[src/rtl/des_pkg.sv]
// Shared DES constants: FSM states, rotation schedule, permutation tables, S-boxes.
// Bit vectors use DES numbering [1:N], bit 1 = MSB; tables hold 1-based source indices.
package des_pkg;
    localparam int BLK_W  = 64;
    localparam int KEY_W  = 56;
    localparam int SUB_W  = 48;
    localparam int HALF_W = 32;
    localparam int CD_W   = 28;

    typedef enum logic [1:0] {IDLE, ROUND, DONE} state_t;

    // Encrypt left-rotate amount for rounds 1..16.
    localparam logic [0:15][1:0] SHIFTS = {2'd1, 2'd1, 2'd2, 2'd2, 2'd2, 2'd2, 2'd2, 2'd2,
                                           2'd1, 2'd2, 2'd2, 2'd2, 2'd2, 2'd2, 2'd2, 2'd1};

    localparam int IP_T [64] = '{58, 50, 42, 34, 26, 18, 10, 2, 60, 52, 44, 36, 28, 20, 12, 4,
                                 62, 54, 46, 38, 30, 22, 14, 6, 64, 56, 48, 40, 32, 24, 16, 8,
                                 57, 49, 41, 33, 25, 17, 9, 1, 59, 51, 43, 35, 27, 19, 11, 3,
                                 61, 53, 45, 37, 29, 21, 13, 5, 63, 55, 47, 39, 31, 23, 15, 7};
    localparam int FP_T [64] = '{40, 8, 48, 16, 56, 24, 64, 32, 39, 7, 47, 15, 55, 23, 63, 31,
                                 38, 6, 46, 14, 54, 22, 62, 30, 37, 5, 45, 13, 53, 21, 61, 29,
                                 36, 4, 44, 12, 52, 20, 60, 28, 35, 3, 43, 11, 51, 19, 59, 27,
                                 34, 2, 42, 10, 50, 18, 58, 26, 33, 1, 41, 9, 49, 17, 57, 25};
    localparam int PC1_T [56] = '{57, 49, 41, 33, 25, 17, 9, 1, 58, 50, 42, 34, 26, 18,
                                  10, 2, 59, 51, 43, 35, 27, 19, 11, 3, 60, 52, 44, 36,
                                  63, 55, 47, 39, 31, 23, 15, 7, 62, 54, 46, 38, 30, 22,
                                  14, 6, 61, 53, 45, 37, 29, 21, 13, 5, 28, 20, 12, 4};
    localparam int PC2_T [48] = '{14, 17, 11, 24, 1, 5, 3, 28, 15, 6, 21, 10,
                                  23, 19, 12, 4, 26, 8, 16, 7, 27, 20, 13, 2,
                                  41, 52, 31, 37, 47, 55, 30, 40, 51, 45, 33, 48,
                                  44, 49, 39, 56, 34, 53, 46, 42, 50, 36, 29, 32};
    localparam int P_T [32] = '{16, 7, 20, 21, 29, 12, 28, 17, 1, 15, 23, 26, 5, 18, 31, 10,
                                2, 8, 24, 14, 32, 27, 3, 9, 19, 13, 30, 6, 22, 11, 4, 25};

    // S[n] entry at (row*16 + col), first nibble in each literal is entry 0.
    localparam logic [0:7][0:63][3:0] SBOX = {
        256'hE4D12FB83A6C59070F74E2D1A6CB953841E8D62BFC973A50FC8249175B3EA06D,
        256'hF18E6B34972DC05A3D47F28EC01A69B50E7BA4D158C6932FD8A13F42B67C05E9,
        256'hA09E63F51DC7B428D709346A285ECBF1D6498F30B12C5AE71AD069874FE3B52C,
        256'h7DE3069A1285BC4FD8B56F03472C1AE9A690CB7DF13E52843F06A1D8945BC72E,
        256'h2C417AB6853FD0E9EB2C47D150FA3986421BAD78F9C5630EB8C71E2D6F09A453,
        256'hC1AF92680D34E75BAF427C9561DE0B389EF528C3704A1DB6432C95FABE17608D,
        256'h4B2EF08D3C975A61D0B7491AE35C2F8614BDC37EAF6805926BD814A7950FE23C,
        256'hD2846FB1A93E50C71FD8A374C56B0E927B419CE206ADF35821E74A8DFC90356B};

    function automatic logic [1:64] perm_ip(input logic [1:64] x);
        logic [1:64] y;
        for (int i = 0; i < 64; i++) y[i+1] = x[IP_T[i]];
        return y;
    endfunction

    function automatic logic [1:64] perm_fp(input logic [1:64] x);
        logic [1:64] y;
        for (int i = 0; i < 64; i++) y[i+1] = x[FP_T[i]];
        return y;
    endfunction

    function automatic logic [1:56] perm_pc1(input logic [1:64] x);
        logic [1:56] y;
        for (int i = 0; i < 56; i++) y[i+1] = x[PC1_T[i]];
        return y;
    endfunction

    function automatic logic [1:48] perm_pc2(input logic [1:56] x);
        logic [1:48] y;
        for (int i = 0; i < 48; i++) y[i+1] = x[PC2_T[i]];
        return y;
    endfunction

    function automatic logic [1:32] perm_p(input logic [1:32] x);
        logic [1:32] y;
        for (int i = 0; i < 32; i++) y[i+1] = x[P_T[i]];
        return y;
    endfunction

    function automatic logic [1:28] rotl28(input logic [1:28] x, input logic [1:0] n);
        case (n)
            2'd1:    return {x[2:28], x[1]};
            2'd2:    return {x[3:28], x[1:2]};
            default: return x;
        endcase
    endfunction

    function automatic logic [1:28] rotr28(input logic [1:28] x, input logic [1:0] n);
        case (n)
            2'd1:    return {x[28], x[1:27]};
            2'd2:    return {x[27:28], x[1:26]};
            default: return x;
        endcase
    endfunction
endpackage

[src/rtl/des_round_ctrl_if.sv]
// Host-side request/response bundle for the iterative DES engine.
interface des_round_ctrl_if;
    logic        in_valid, in_ready, decrypt;
    logic        out_valid, out_ready, busy;
    logic [1:64] in_data, in_key, out_data;

    modport master (output in_valid, in_data, in_key, decrypt, out_ready,
                    input  in_ready, out_valid, out_data, busy);
    modport slave  (input  in_valid, in_data, in_key, decrypt, out_ready,
                    output in_ready, out_valid, out_data, busy);
endinterface

[src/rtl/des_f_function.sv]
// Combinational Feistel function f(R, K) = P(S(E(R) ^ K)).
module des_f_function
    import des_pkg::*;
(
    input  logic [1:32] r,
    input  logic [1:48] k,
    output logic [1:32] f
);
    logic [1:48] e, x;
    logic [1:32] s;

    selection_table u_e (.r(r), .e(e));

    assign x = e ^ k;

    // Outer bits pick the row, inner four bits the column.
    for (genvar j = 0; j < 8; j++) begin : g_sbox
        logic [5:0] b;
        assign b            = x[6*j+1 +: 6];
        assign s[4*j+1 +: 4] = SBOX[j][{b[5], b[0], b[4:1]}];
    end

    assign f = perm_p(s);
endmodule

[src/rtl/selection_table.sv]
// DES expansion E: 32-bit half-block to 48 bits.
module selection_table (
    input  logic [1:32] r,
    output logic [1:48] e
);
    localparam int E_T [48] = '{32, 1, 2, 3, 4, 5, 4, 5, 6, 7, 8, 9,
                                8, 9, 10, 11, 12, 13, 12, 13, 14, 15, 16, 17,
                                16, 17, 18, 19, 20, 21, 20, 21, 22, 23, 24, 25,
                                24, 25, 26, 27, 28, 29, 28, 29, 30, 31, 32, 1};

    for (genvar i = 0; i < 48; i++) begin : g_e
        assign e[i+1] = r[E_T[i]];
    end
endmodule

[src/rtl/des_round_ctrl.sv]
// Iterative DES engine: one Feistel round per clock, 16 rounds per block.
// DES_DECRYPT_EN adds the decrypt mode (right-rotate key schedule); otherwise encrypt-only.
module des_round_ctrl
    import des_pkg::*;
(
    input  logic clk,
    input  logic rst,
    des_round_ctrl_if.slave bus
);
    state_t      state, state_n;
    logic [3:0]  rnd;
    logic [1:32] l, r, f;
    logic [1:28] c, d, c_n, d_n;
    logic [1:48] k;
    logic [1:64] lr0, res, out_q;
    logic [1:56] cd0;
    logic        accept;

    assign accept = (state == IDLE) && bus.in_valid;
    assign lr0    = perm_ip(bus.in_data);
    assign cd0    = perm_pc1(bus.in_key);

`ifdef DES_DECRYPT_EN
    logic       mode;
    logic [1:0] amt;

    always_ff @(posedge clk or posedge rst) begin
        if (rst)         mode <= 1'b0;
        else if (accept) mode <= bus.decrypt;
    end
`endif

    // Decrypt walks the schedule backwards: round 1 reuses C0D0 (= K16's halves),
    // round n undoes the encrypt shift of round 18-n.
    always_comb begin
        c_n = rotl28(c, SHIFTS[rnd]);
        d_n = rotl28(d, SHIFTS[rnd]);
`ifdef DES_DECRYPT_EN
        amt = (rnd == 4'd0) ? 2'd0 : SHIFTS[4'd0 - rnd];
        if (mode) begin
            c_n = rotr28(c, amt);
            d_n = rotr28(d, amt);
        end
`endif
    end

    assign k = perm_pc2({c_n, d_n});

    des_f_function u_f (.r(r), .k(k), .f(f));

    // Output swap folded in: preoutput is {R16, L16}.
    assign res = perm_fp({l ^ f, r});

    always_ff @(posedge clk or posedge rst) begin
        if (rst) state <= IDLE;
        else     state <= state_n;
    end

    always_comb begin
        state_n = state;
        case (state)
            IDLE:    if (bus.in_valid)  state_n = ROUND;
            ROUND:   if (rnd == 4'd15)  state_n = DONE;
            DONE:    if (bus.out_ready) state_n = IDLE;
            default:                    state_n = IDLE;
        endcase
    end

    always_ff @(posedge clk or posedge rst) begin
        if (rst) begin
            l     <= '0;
            r     <= '0;
            c     <= '0;
            d     <= '0;
            rnd   <= '0;
            out_q <= '0;
        end else begin
            case (state)
                IDLE: if (accept) begin
                    l   <= lr0[1:32];
                    r   <= lr0[33:64];
                    c   <= cd0[1:28];
                    d   <= cd0[29:56];
                    rnd <= 4'd0;
                end
                ROUND: begin
                    l   <= r;
                    r   <= l ^ f;
                    c   <= c_n;
                    d   <= d_n;
                    rnd <= rnd + 4'd1;
                    if (rnd == 4'd15) out_q <= res;
                end
                default: ;
            endcase
        end
    end

    assign bus.in_ready  = (state == IDLE);
    assign bus.out_valid = (state == DONE);
    assign bus.busy      = (state == ROUND) || (state == DONE);
    assign bus.out_data  = out_q;
endmodule

[src/flat_wrapper.sv]
// flat-port wrapper written by rule: the top's interface ports become plain ports
module des_round_ctrl_flat import des_pkg::*;
  (clk, rst, bus_in_valid, bus_in_data, bus_in_key, bus_decrypt, bus_out_ready, bus_in_ready, bus_out_valid, bus_out_data, bus_busy);
  des_round_ctrl_if bus_i ();
  input  logic clk;
  input  logic rst;
  input wire logic [$bits(bus_i.in_valid)-1:0] bus_in_valid;
  input wire logic [$bits(bus_i.in_data)-1:0] bus_in_data;
  input wire logic [$bits(bus_i.in_key)-1:0] bus_in_key;
  input wire logic [$bits(bus_i.decrypt)-1:0] bus_decrypt;
  input wire logic [$bits(bus_i.out_ready)-1:0] bus_out_ready;
  output wire logic [$bits(bus_i.in_ready)-1:0] bus_in_ready;
  output wire logic [$bits(bus_i.out_valid)-1:0] bus_out_valid;
  output wire logic [$bits(bus_i.out_data)-1:0] bus_out_data;
  output wire logic [$bits(bus_i.busy)-1:0] bus_busy;
  assign bus_i.in_valid = bus_in_valid;
  assign bus_i.in_data = bus_in_data;
  assign bus_i.in_key = bus_in_key;
  assign bus_i.decrypt = bus_decrypt;
  assign bus_i.out_ready = bus_out_ready;
  assign bus_in_ready = bus_i.in_ready;
  assign bus_out_valid = bus_i.out_valid;
  assign bus_out_data = bus_i.out_data;
  assign bus_busy = bus_i.busy;
  des_round_ctrl u_core (.clk(clk), .rst(rst), .bus(bus_i));
endmodule
[config.mk]
export PLATFORM = sky130hd
export DESIGN_NAME = des_round_ctrl_flat
export DESIGN_NICKNAME = d
export VERILOG_FILES = /design/src/rtl/des_pkg.sv /design/src/rtl/des_round_ctrl_if.sv /design/src/rtl/des_f_function.sv /design/src/rtl/selection_table.sv /design/src/rtl/des_round_ctrl.sv /design/src/flat_wrapper.sv
export SDC_FILE = /design/constraint.sdc
export NUM_CORES = 1
export LEC_CHECK = 0
export CAP_MARGIN = 20
export CELL_PAD_IN_SITES_DETAIL_PLACEMENT = 2
export CELL_PAD_IN_SITES_GLOBAL_PLACEMENT = 2
export CORE_UTILIZATION = 35
export DETAILED_ROUTE_END_ITERATION = 6
export HOLD_SLACK_MARGIN = 0.05
export PLACE_DENSITY_LB_ADDON = 0.25
export REMOVE_ABC_BUFFERS = 1
export SLEW_MARGIN = 0
export SYNTH_ARGS = -nofsm -noshare
export SYNTH_HDL_FRONTEND = slang
export SYNTH_HIERARCHICAL = 1
export SYNTH_SLANG_ARGS = --single-unit
export TNS_END_PERCENT = 100
[constraint.sdc]
create_clock -name clk -period 8.1 [get_ports clk]
set_input_delay 1.62 -clock clk [delete_from_list [all_inputs] [get_ports clk]]
set_output_delay 1.62 -clock clk [all_outputs]
set_load 0.03 [all_outputs]
After elaboration in Yosys (flattened, before gate mapping)
Memories as Yosys holds them, arrays and structs flattened.
Index checks and enable logic that the tools add are counted.
W data, S select, Z words.

storage, ports and cells
  register bits = 190
  ROM bits = 2,080
  input port bits = 133
  output and inout bits = 67
  logic and storage cells = 91
  memories kept = 9

cells by class
  add/subtract/negate cells = 1
  $lt $le $gt $ge = 9
  equality and inequality tests = 10
  muxes and demuxes = 34
  bitwise logic cells = 11
  reductions and logical operators = 8

memory list
  name              words  width  rd ports  clocked after memory_dff  write ports  line                  RTL
  (name not given)  64     4      1         0                         0            des_f_function.sv:20  assign s[4*j+1 +: 4] = SBOX[j][{b[5], b[0], b[4:1]}];
  (name not given)  64     4      1         0                         0            des_f_function.sv:20
  (name not given)  64     4      1         0                         0            des_f_function.sv:20
  (name not given)  64     4      1         0                         0            des_f_function.sv:20
  (name not given)  64     4      1         0                         0            des_f_function.sv:20
  (name not given)  64     4      1         0                         0            des_f_function.sv:20
  3 more memories   -      -      -         -                         -            -

operators with widths
  cell                   count
  $pmux W28 S2           4
  $pmux W32 S2           2
  $mux W4                17
  $mux W32               2
  $ge A7 B7 Y1 const B   8
  $mux W28               2
  $not A6 Y7             8
  $xor A48 B48 Y48       1
  $xor A32 B32 Y32       1
  $mux W2                5
  $pmux W4 S2            1
  $pmux W2 S3            1
  $reduce_and A3 Y1      2
  $ge A5 B5 Y1 const B   1
  $not A4 Y5             1
  $add A4 B1 Y4 const B  1
  $eq A2 B1 Y1 const B   2
  $eq A2 B2 Y1 const B   2
  $eq A4 B4 Y1 const B   1
  $ne A2 B1 Y1 const B   2
  $ne A2 B2 Y1 const B   2
  $reduce_and A2 Y1      2
  $ne A3 B3 Y1 const B   1
  $logic_not A2 Y1       1
  3 further kinds        3

Logic depth before layout (Yosys ltp)
Gate-level depths: netlist of the first run.

  depth after elaboration = 13
  mapped depth = 21
  depth with buffers taken out = 17

Hierarchy
Netlist of the first run, hierarchy kept.

modules (own cells, without submodules)
  module           times used  cells an instance  area each (sq um)  seq. area each (sq um)
  des_round_ctrl   1           934                9,601.7            4,754.6
  des_f_function   1           682                5,295.1            0.0
  selection_table  1           48                 360.3              0.0

Worst setup path after synthesis of the first run
No wires, ideal clock.

  path kind = register -> register
  start = reg u_core.rnd[0]
  end = reg u_core/r[1] in the netlist's numbering
  setup time = 0.104 ns
  data arrival time = 3.965 ns
  path slack = 4.032 ns
  stages on the path, launching flop included = 20
  path buffers = 3
  period minus slack after synthesis = 4.068 ns
  cells stage by stage = dfrtp_1 -> inv_1 -> ha_1 -> a21oi_1 -> o21a_1 -> ha_1 -> clkbuf_1 -> buf_2 -> buf_2 -> nand2_1 -> o21ai_0 -> xor2_1 -> inv_1 -> ha_1 -> mux2_1 -> a2111oi_0 -> a31oi_1 -> mux2_2 -> xnor2_1 -> a221oi_1

between the ends
  cells in the longest elaborated chain, start to end = 13
  elaborated cells on any way between the ends = 14
  classes of those cells = 2 x eq/ne; 6 x mux; 4 x bitwise; 2 x memory

ends and longest elaborated chain
  item                                                 line                  RTL
  start, declared                                      des_round_ctrl.sv:11  logic [3:0] rnd;
  start signal, assigned                               des_round_ctrl.sv:91  rnd <= rnd + 4'd1;
  $not A4 Y5 (implied by the code) (*)                 des_round_ctrl.sv:36  c_n = rotl28(c, SHIFTS[rnd]);
  $mem_v2 Z16 W2 (*)                                   -
  $mux W2 (*)                                          -
  $mux W2 (implied by the code) (*)                    des_round_ctrl.sv:36
  $eq A2 B2 Y1 / $eq A2 B1 Y1 (equally long branches)  -
  $pmux W28 S2 (*)                                     des_pkg.sv:77         case (n)
  named net u_core.c_n (one bit)                       des_round_ctrl.sv:13  logic [1:28] c, d, c_n, d_n;
  $xor A48 B48 Y48 (*)                                 des_f_function.sv:14  assign x = e ^ k;
  $not A6 Y7 (implied by the code) (*)                 des_f_function.sv:20
  $mem_v2 Z64 W4 (*)                                   -
  $mux W4 (implied by the code) (*) (2 in a row)       des_f_function.sv:20
  named net u_core.f (one bit)                         des_round_ctrl.sv:12  logic [1:32] l, r, f;
  $xor A32 B32 Y32 (*)                                 des_round_ctrl.sv:88  r <= l ^ f;
  $pmux W32 S2 (*)                                     des_round_ctrl.sv:78  case (state)
  end signal, assigned                                 des_round_ctrl.sv:81  r <= lr0[33:64];
  end signal, assigned                                 des_round_ctrl.sv:88
  end, declared                                        des_round_ctrl.sv:12

Mark *: on every way through the listed nets, which the timed path passes. The rest lies on a longest branch. The select of a mux whose other input is x is not followed.
A chain may end at the register's enable or synchronous reset.

Final worst setup path of the first run
  start = reg u_core.rnd[1]
  end = reg u_core/r[4] in the netlist's numbering

between the ends
  cells in the longest elaborated chain, start to end = 13
  elaborated cells on any way between the ends = 14
  classes of those cells = 2 x eq/ne; 6 x mux; 4 x bitwise; 2 x memory

ends and longest elaborated chain
  item                                                 line                  RTL
  $not A4 Y5 (implied by the code) (*)                 des_round_ctrl.sv:37  d_n = rotl28(d, SHIFTS[rnd]);
  $mem_v2 Z16 W2 (*)                                   -
  $mux W2 (implied by the code) (*)                    des_round_ctrl.sv:37
  $mux W2 (*)                                          -
  $eq A2 B2 Y1 / $eq A2 B1 Y1 (equally long branches)  des_pkg.sv:77
  $pmux W28 S2 (*)                                     des_pkg.sv:77
  named net u_core.d_n (one bit)                       des_round_ctrl.sv:13
  $xor A48 B48 Y48 (*)                                 des_f_function.sv:14
  $not A6 Y7 (implied by the code) (*)                 des_f_function.sv:20
  $mem_v2 Z64 W4 (*)                                   -
  $mux W4 (implied by the code) (*) (2 in a row)       des_f_function.sv:20
  named net u_core.f (one bit)                         des_round_ctrl.sv:12
  $xor A32 B32 Y32 (*)                                 des_round_ctrl.sv:88
  $pmux W32 S2 (*)                                     des_round_ctrl.sv:78

Marks and branches as above.

==> results_dict.tcl, run 1 <==
set metrics [dict create \
    grt_usage_pct 26.3 \
    use_met3_pct 2.53 \
    diodes 0 \
    drtIter0Drc 847 \
    yosysSeqAreaShare_pct 31.2 \
    start_util_pct 35.4 \
    r2r-end "u_core/r[4]" \
    hp-start "u_core/bus.out_data[64]" \
    slew_viol_final 0 \
    ctsLongestPathBuffers 2 \
    drtPass1Iterations 7 \
    yosys-top-cells-area "dfrtp_1, ha_1, xnor2_1" \
    path_cells "ha_1 > nand3_1 > o21a_1 > ha_2 > buf_4 > o21ai_0 > xnor2_1 > inv_1 > ha_1 > mux4_2 > a211oi_1 > a31oi_1 > xnor2_1 > a221oi_1" \
    clkLatencyLatePin_ns 0.48 \
    avgSynthCellArea_um2 9.17 \
    grt-ovfl-total 0 \
    use_met2_pct 45.2 \
    dpl.hpwl_um 40400 \
    final_antenna_net_count 0 \
    synth_ff_type "dfrtp_1" \
    mostFrequentLayoutCell "dfrtp_1" \
    crit_fanout 71 \
    final_net_count 1944 \
    drive_gt1_share_pct 11.0 \
    reg2reg_depth 14 \
    wl_per_cell_um 24.7 \
    place_congestion 0.877 \
    grt_pass1_wl_um 89700 \
    dieArea_um2 44400 \
    yosys.cell_types.count 70 \
    route.detailed.drc 1 \
    root_buffer "clkbuf_16" \
    synth_edf_count 0 \
    fin_crit_ns 5.74 \
    fill_cells 4640 \
    violations "design-rule violations" \
    io_pins 200 \
    grt_max_degree 72 \
    status "finished, violations left" \
    yosysTopAreaCell "dfrtp_1" \
    tightest_slew_ns 1.11 \
    core.rowCount 76 \
    antenna_found_initial 1 \
    max_freq_mhz 174 \
    cts_buffers 17 \
    rr_startpoint "u_core/rnd[1]" \
    clkSinkCount 190 \
    port_buffers 190 \
    finalSetupTns_ns 0 \
    cts-resized-gates 0 \
    cp-startpoint "u_core/rnd[1]" \
    yosysWarnings 6 \
    holdCritPathClass "reg -> reg" \
    end_kind "flip-flop" \
    rsz0062_at_grt "false" \
    reg2reg_slack_ns 2.36 \
    hold_depth 2 \
    slowest_delay_ns 0.85 \
    crit_required_ns 8.42 \
    die_width_um 211 \
    cpMaxStageDelayCell "xnor2_1" \
    hold_viol_final 0 \
    ctsHoldBuffers 0 \
    layout_common_cells "dfrtp_1, clkdlybuf4s50_1, nand2_1" \
    htreeDepth 4 \
    ys_seq_elements 190 \
    synth_area_um2 15300 \
    dieHeight_um 211 \
    max-cap-violations 0 \
    path_class "reg -> reg" \
    finalCritPeriodShare_pct 70.9 \
    finalSetupViolCount 0 \
    routed_wirelength_um 57700 \
    area_delta_synth_final_pct 16.8 \
    yosysTopAreaCellShare_pct 31.2 \
    vias_per_cell 5.92 \
    core_area_um2 43100 \
    worstSetupStartpointType "flip-flop" \
    syn_inst 1664 \
    arrival_ns 6.06 \
    grt_busiest_layer "met2" \
    clk_pin_slew_ns 0.08 \
    cts_setup_buffers 0 \
    vias 13800 \
    grt_util_met1_pct 34.6 \
    relSlewSlack_pct 25.9 \
    cts_tree "done" \
    clock_skew_ns 0.0107 \
    synthArstFlopShare_pct 100 \
    whs_endpoint "u_core/bus.out_data[64]" \
    grt_pass1_vias 14700 \
]
-- synth_stat cells (34+ instances only) --
cell	count
nand2_1	146
nor2_1	87
a21oi_1	91
dfrtp_1	190
inv_1	36
mux2_2	46
xnor2_1	75
ha_1	73
nand2b_1	34
a22oi_1	59
o21a_1	55
o22a_1	48
buf_4	57
nand3_1	61
o21ai_0	120
buf_2	59
clkbuf_1	43
-- final cells by class --
class / instances / area, um2 / area share [%]
clock buffer: 22 / 464 / 2.61
clock inverter: 10 / 161 / 0.906
inverter: 47 / 184 / 1.03
multi-input combinational: 1253 / 9330 / 52.4
sequential: 190 / 4750 / 26.7
tap: 585 / 732 / 4.11
timing repair buffer: 229 / 2190 / 12.3
-- metrics by stage --
step / cell area [um2] / utilization [%] / worst slack (ns) / hold slack, ns / cells
after detailed placement: 17100 / 39.8 / 2.45 / 0.474 / 2298
after floorplan: 14200 / - / 1.31 / 0.505 / 1490
after global placement: 17100 / 39.8 / 2.59 / 0.464 / 2298
after CTS: 17800 / 41.3 / 2.42 / 0.491 / 2330
after global routing: 17800 / 41.4 / 2.08 / 0.515 / 2336
final: 17800 / 41.4 / 2.36 / 0.484 / 2336
-- per-layer routing --
metal  part of all wire [%]  vias to the layer above
li1                       -                     6224
met1                     45                     7292
met2                     50                      252
met3                    2.4                       57
met4                    2.4                        0
met5                      0                        -
-- critical path: cells and delay by family (launching register included) --
family / cells / cell delay, ns
compound gates: 5 / 0.98
xor+xnor: 2 / 1.19
fa+ha+maj: 3 / 1.22
buf+inv: 2 / 1.03
flops: 1 / 0.45
mux: 1 / 0.46
simple gates: 1 / 0.17
-- worst max path at each step --
stage,end,cells past startpoint
after floorplan,u_core/bus.out_data[10],1
after global placement,u_core/r[4],14
after detailed placement,u_core/r[4],14
after CTS,u_core/r[4],14
after global routing,u_core/r[11],14
final,u_core/r[4],14
-- state kept, by name (all words and copies together), names as in the netlist --
signal	cells
u_core/d	28
u_core/rnd	4
u_core/r	32
u_core/state	2
u_core/c	28
u_core/bus.out_data	64
u_core/l	32
-- cells by family (layout without fill, tap and decap cells) --
family                   count (synthesis)  after routing  share of synthesized area [%]
AND/OR/NAND/NOR                        363            363                           10.6
AO/OA/AOI/OAI                          587            587                           26.5
flip-flops                             190            190                           31.2
adder cells (fa/ha/maj)                 73             73                           5.99
multiplexers                           102            102                           9.29
buffers and inverters                  221            308                           7.86
XOR/XNOR                               128            128                           8.55
Power of run 1 is not shown: default switching activity piles up to over one toggle a cycle in this logic, so the estimate is an artifact.
==> run 2, diff against run 1 <==
CORE_UTILIZATION = 32   (was 35)
clock period = 4.6 ns   (was 8.1 ns; I/O delays follow)
==> results_dict.tcl, run 2 (synthesized netlist as in run 1, its figures left out) <==
set metrics [dict create \
    core_area_um2 46800 \
    r2r-end "u_core/r[13]" \
    final_antenna_net_count 0 \
    layout_common_cells "clkdlybuf4s50_1, dfrtp_1, nand2_1" \
    core.rowCount 79 \
    cts_buffers 17 \
    wl_per_cell_um 24.6 \
    finalSetupViolCount 0 \
    vias 14100 \
    largest_register_ffs 64 \
    relSlewSlack_pct 30.2 \
    drtPass1Iterations 6 \
    die_width_um 220 \
    worstSetupStartpointType "flip-flop" \
    antenna_found_initial 0 \
    violations "design-rule violations" \
    drtIter0Drc 741 \
    holdCritPathClass "reg -> reg" \
    vias_per_cell 5.74 \
    fill_cells 5134 \
    path_class "reg -> reg" \
    dpl.hpwl_um 43800 \
    grt_max_degree 98 \
    arrival_ns 4.67 \
    route.detailed.drc 18 \
    whs_endpoint "u_core/bus.out_data[36]" \
    clock_skew_ns 0.0154 \
    final_net_count 2047 \
    register_area_um2 4760 \
    grt_pass1_wl_um 92500 \
    placed_cells_incl_taps 2423 \
    rr_startpoint "u_core/rnd[0]" \
    port_buffers 190 \
    finalSetupTns_ns 0 \
    htreeDepth 4 \
    worst_hold_slack_ns 0.484 \
    crit_fanout 18 \
    crit_required_ns 4.95 \
    clk_pin_slew_ns 0.08 \
    final_cell_count_no_fill 2462 \
    io_pins 200 \
    max-cap-violations 0 \
    grt-ovfl-total 0 \
    drive_gt1_share_pct 16.7 \
    place_congestion 0.882 \
    tightest_slew_ns 1.04 \
    fin_crit_ns 4.33 \
    grt_pass1_vias 15200 \
    finalCritPeriodShare_pct 94.1 \
    cp-startpoint "u_core/rnd[0]" \
    ctsLongestPathBuffers 2 \
    start_util_pct 32.6 \
    hp-start "u_core/bus.out_data[36]" \
    rsz0062_at_grt "false" \
    routed_wirelength_um 60500 \
    status "finished, violations left" \
    hold_depth 2 \
    clkLatencyLatePin_ns 0.50 \
    slew_viol_final 0 \
    end_kind "flip-flop" \
    max_freq_mhz 231 \
    clkSinkCount 190 \
    dieArea_um2 48600 \
    multi_input_area_um2 9420 \
    reg2reg_depth 18 \
    grt_usage_pct 25.2 \
    ctsHoldBuffers 0 \
    area_delta_synth_final_pct 23.3 \
    dieHeight_um 220 \
    hold_viol_final 0 \
    reg2reg_slack_ns 0.27 \
    root_buffer "clkbuf_16" \
    mostFrequentLayoutCell "clkdlybuf4s50_1" \
    cts_tree "done" \
]
run 2: cell types whose count changed in the layout (fill, tap and decap cells not counted), moves of 3 or more:
cell	change
buf_4	+95
clkbuf_1	-3
ha_4	+4
xnor2_1	-3
inv_8	+3
xnor2_2	+3
o21ai_0	-5
inv_6	+3
buf_12	+7
o21ai_1	+5
run 2: repair_timing:
action / 4_1_cts / 5_1_grt
cloned: 0 / 1
buffers inserted: 0 / 3
resized for setup: 2 / 19
hold endpoints to repair: 0 / 0
endpoints found under the setup margin: 3 / 41
run 2: final cells by class:
cell class,count,share of cell area (%)
flip-flops and latches,190,25.3
repair buffers,332,16.3
clock buffers,18,2.34
multi-input cells,1253,50.1
clock inverters,14,0.925
diodes,1,0.0133
inverters,47,0.978
well taps,607,4.04
run 2: through the flow:
| step | util, % | cell area (um2) | setup slack [ns] |
|---|---|---|---|
| after floorplan | - | 14200 | -1.49 |
| after global placement | 38.6 | 18000 | 0.0757 |
| after detailed placement | 38.6 | 18000 | -0.0930 |
| after CTS | 39.9 | 18700 | 0.0291 |
| after global routing | 40.2 | 18800 | 0.0118 |
| final | 40.2 | 18800 | 0.271 |
run 2: worst max-delay path by stage:
| stage | cells past startpoint | slack [ns] | to |
|---|---|---|---|
| after global placement | 17 | 0.08 | u_core/r[1] |
| final | 18 | 0.27 | u_core/r[13] |
| after floorplan | 1 | -1.49 | u_core/bus.out_data[10] |
| after CTS | 16 | 0.03 | u_core/r[18] |
| after detailed placement | 16 | -0.09 | u_core/r[1] |
| after global routing | 21 | 0.01 | u_core/r[12] |
run 2: layer usage:
layer | routed length (um) | GRT usage, % | vias to the layer above | part of all wire [%]
li1 | - | - | 6424 | -
met1 | 27300 | 32.4 | 7445 | 45
met2 | 30400 | 43.7 | 216 | 50
met3 | 1580 | 3.64 | 50 | 2.6
met4 | 1230 | 7.17 | 0 | 2.0
met5 | 0 | 0 | - | 0
run 2: critical path, cell delays in order (launching register included):
cell,delay (ns)
dfrtp_2,0.46
inv_1,0.11
ha_1,0.17
a21oi_2,0.07
o21a_1,0.22
ha_4,0.34
buf_4,0.24
buf_4,0.20
nand2_1,0.07
o21ai_1,0.17
buf_4,0.19
xnor2_2,0.07
buf_4,0.18
ha_1,0.40
o21ai_0,0.25
a21oi_1,0.11
mux4_2,0.51
xnor2_1,0.30
a221oi_1,0.12
Power of run 2 is left out for the same reason.
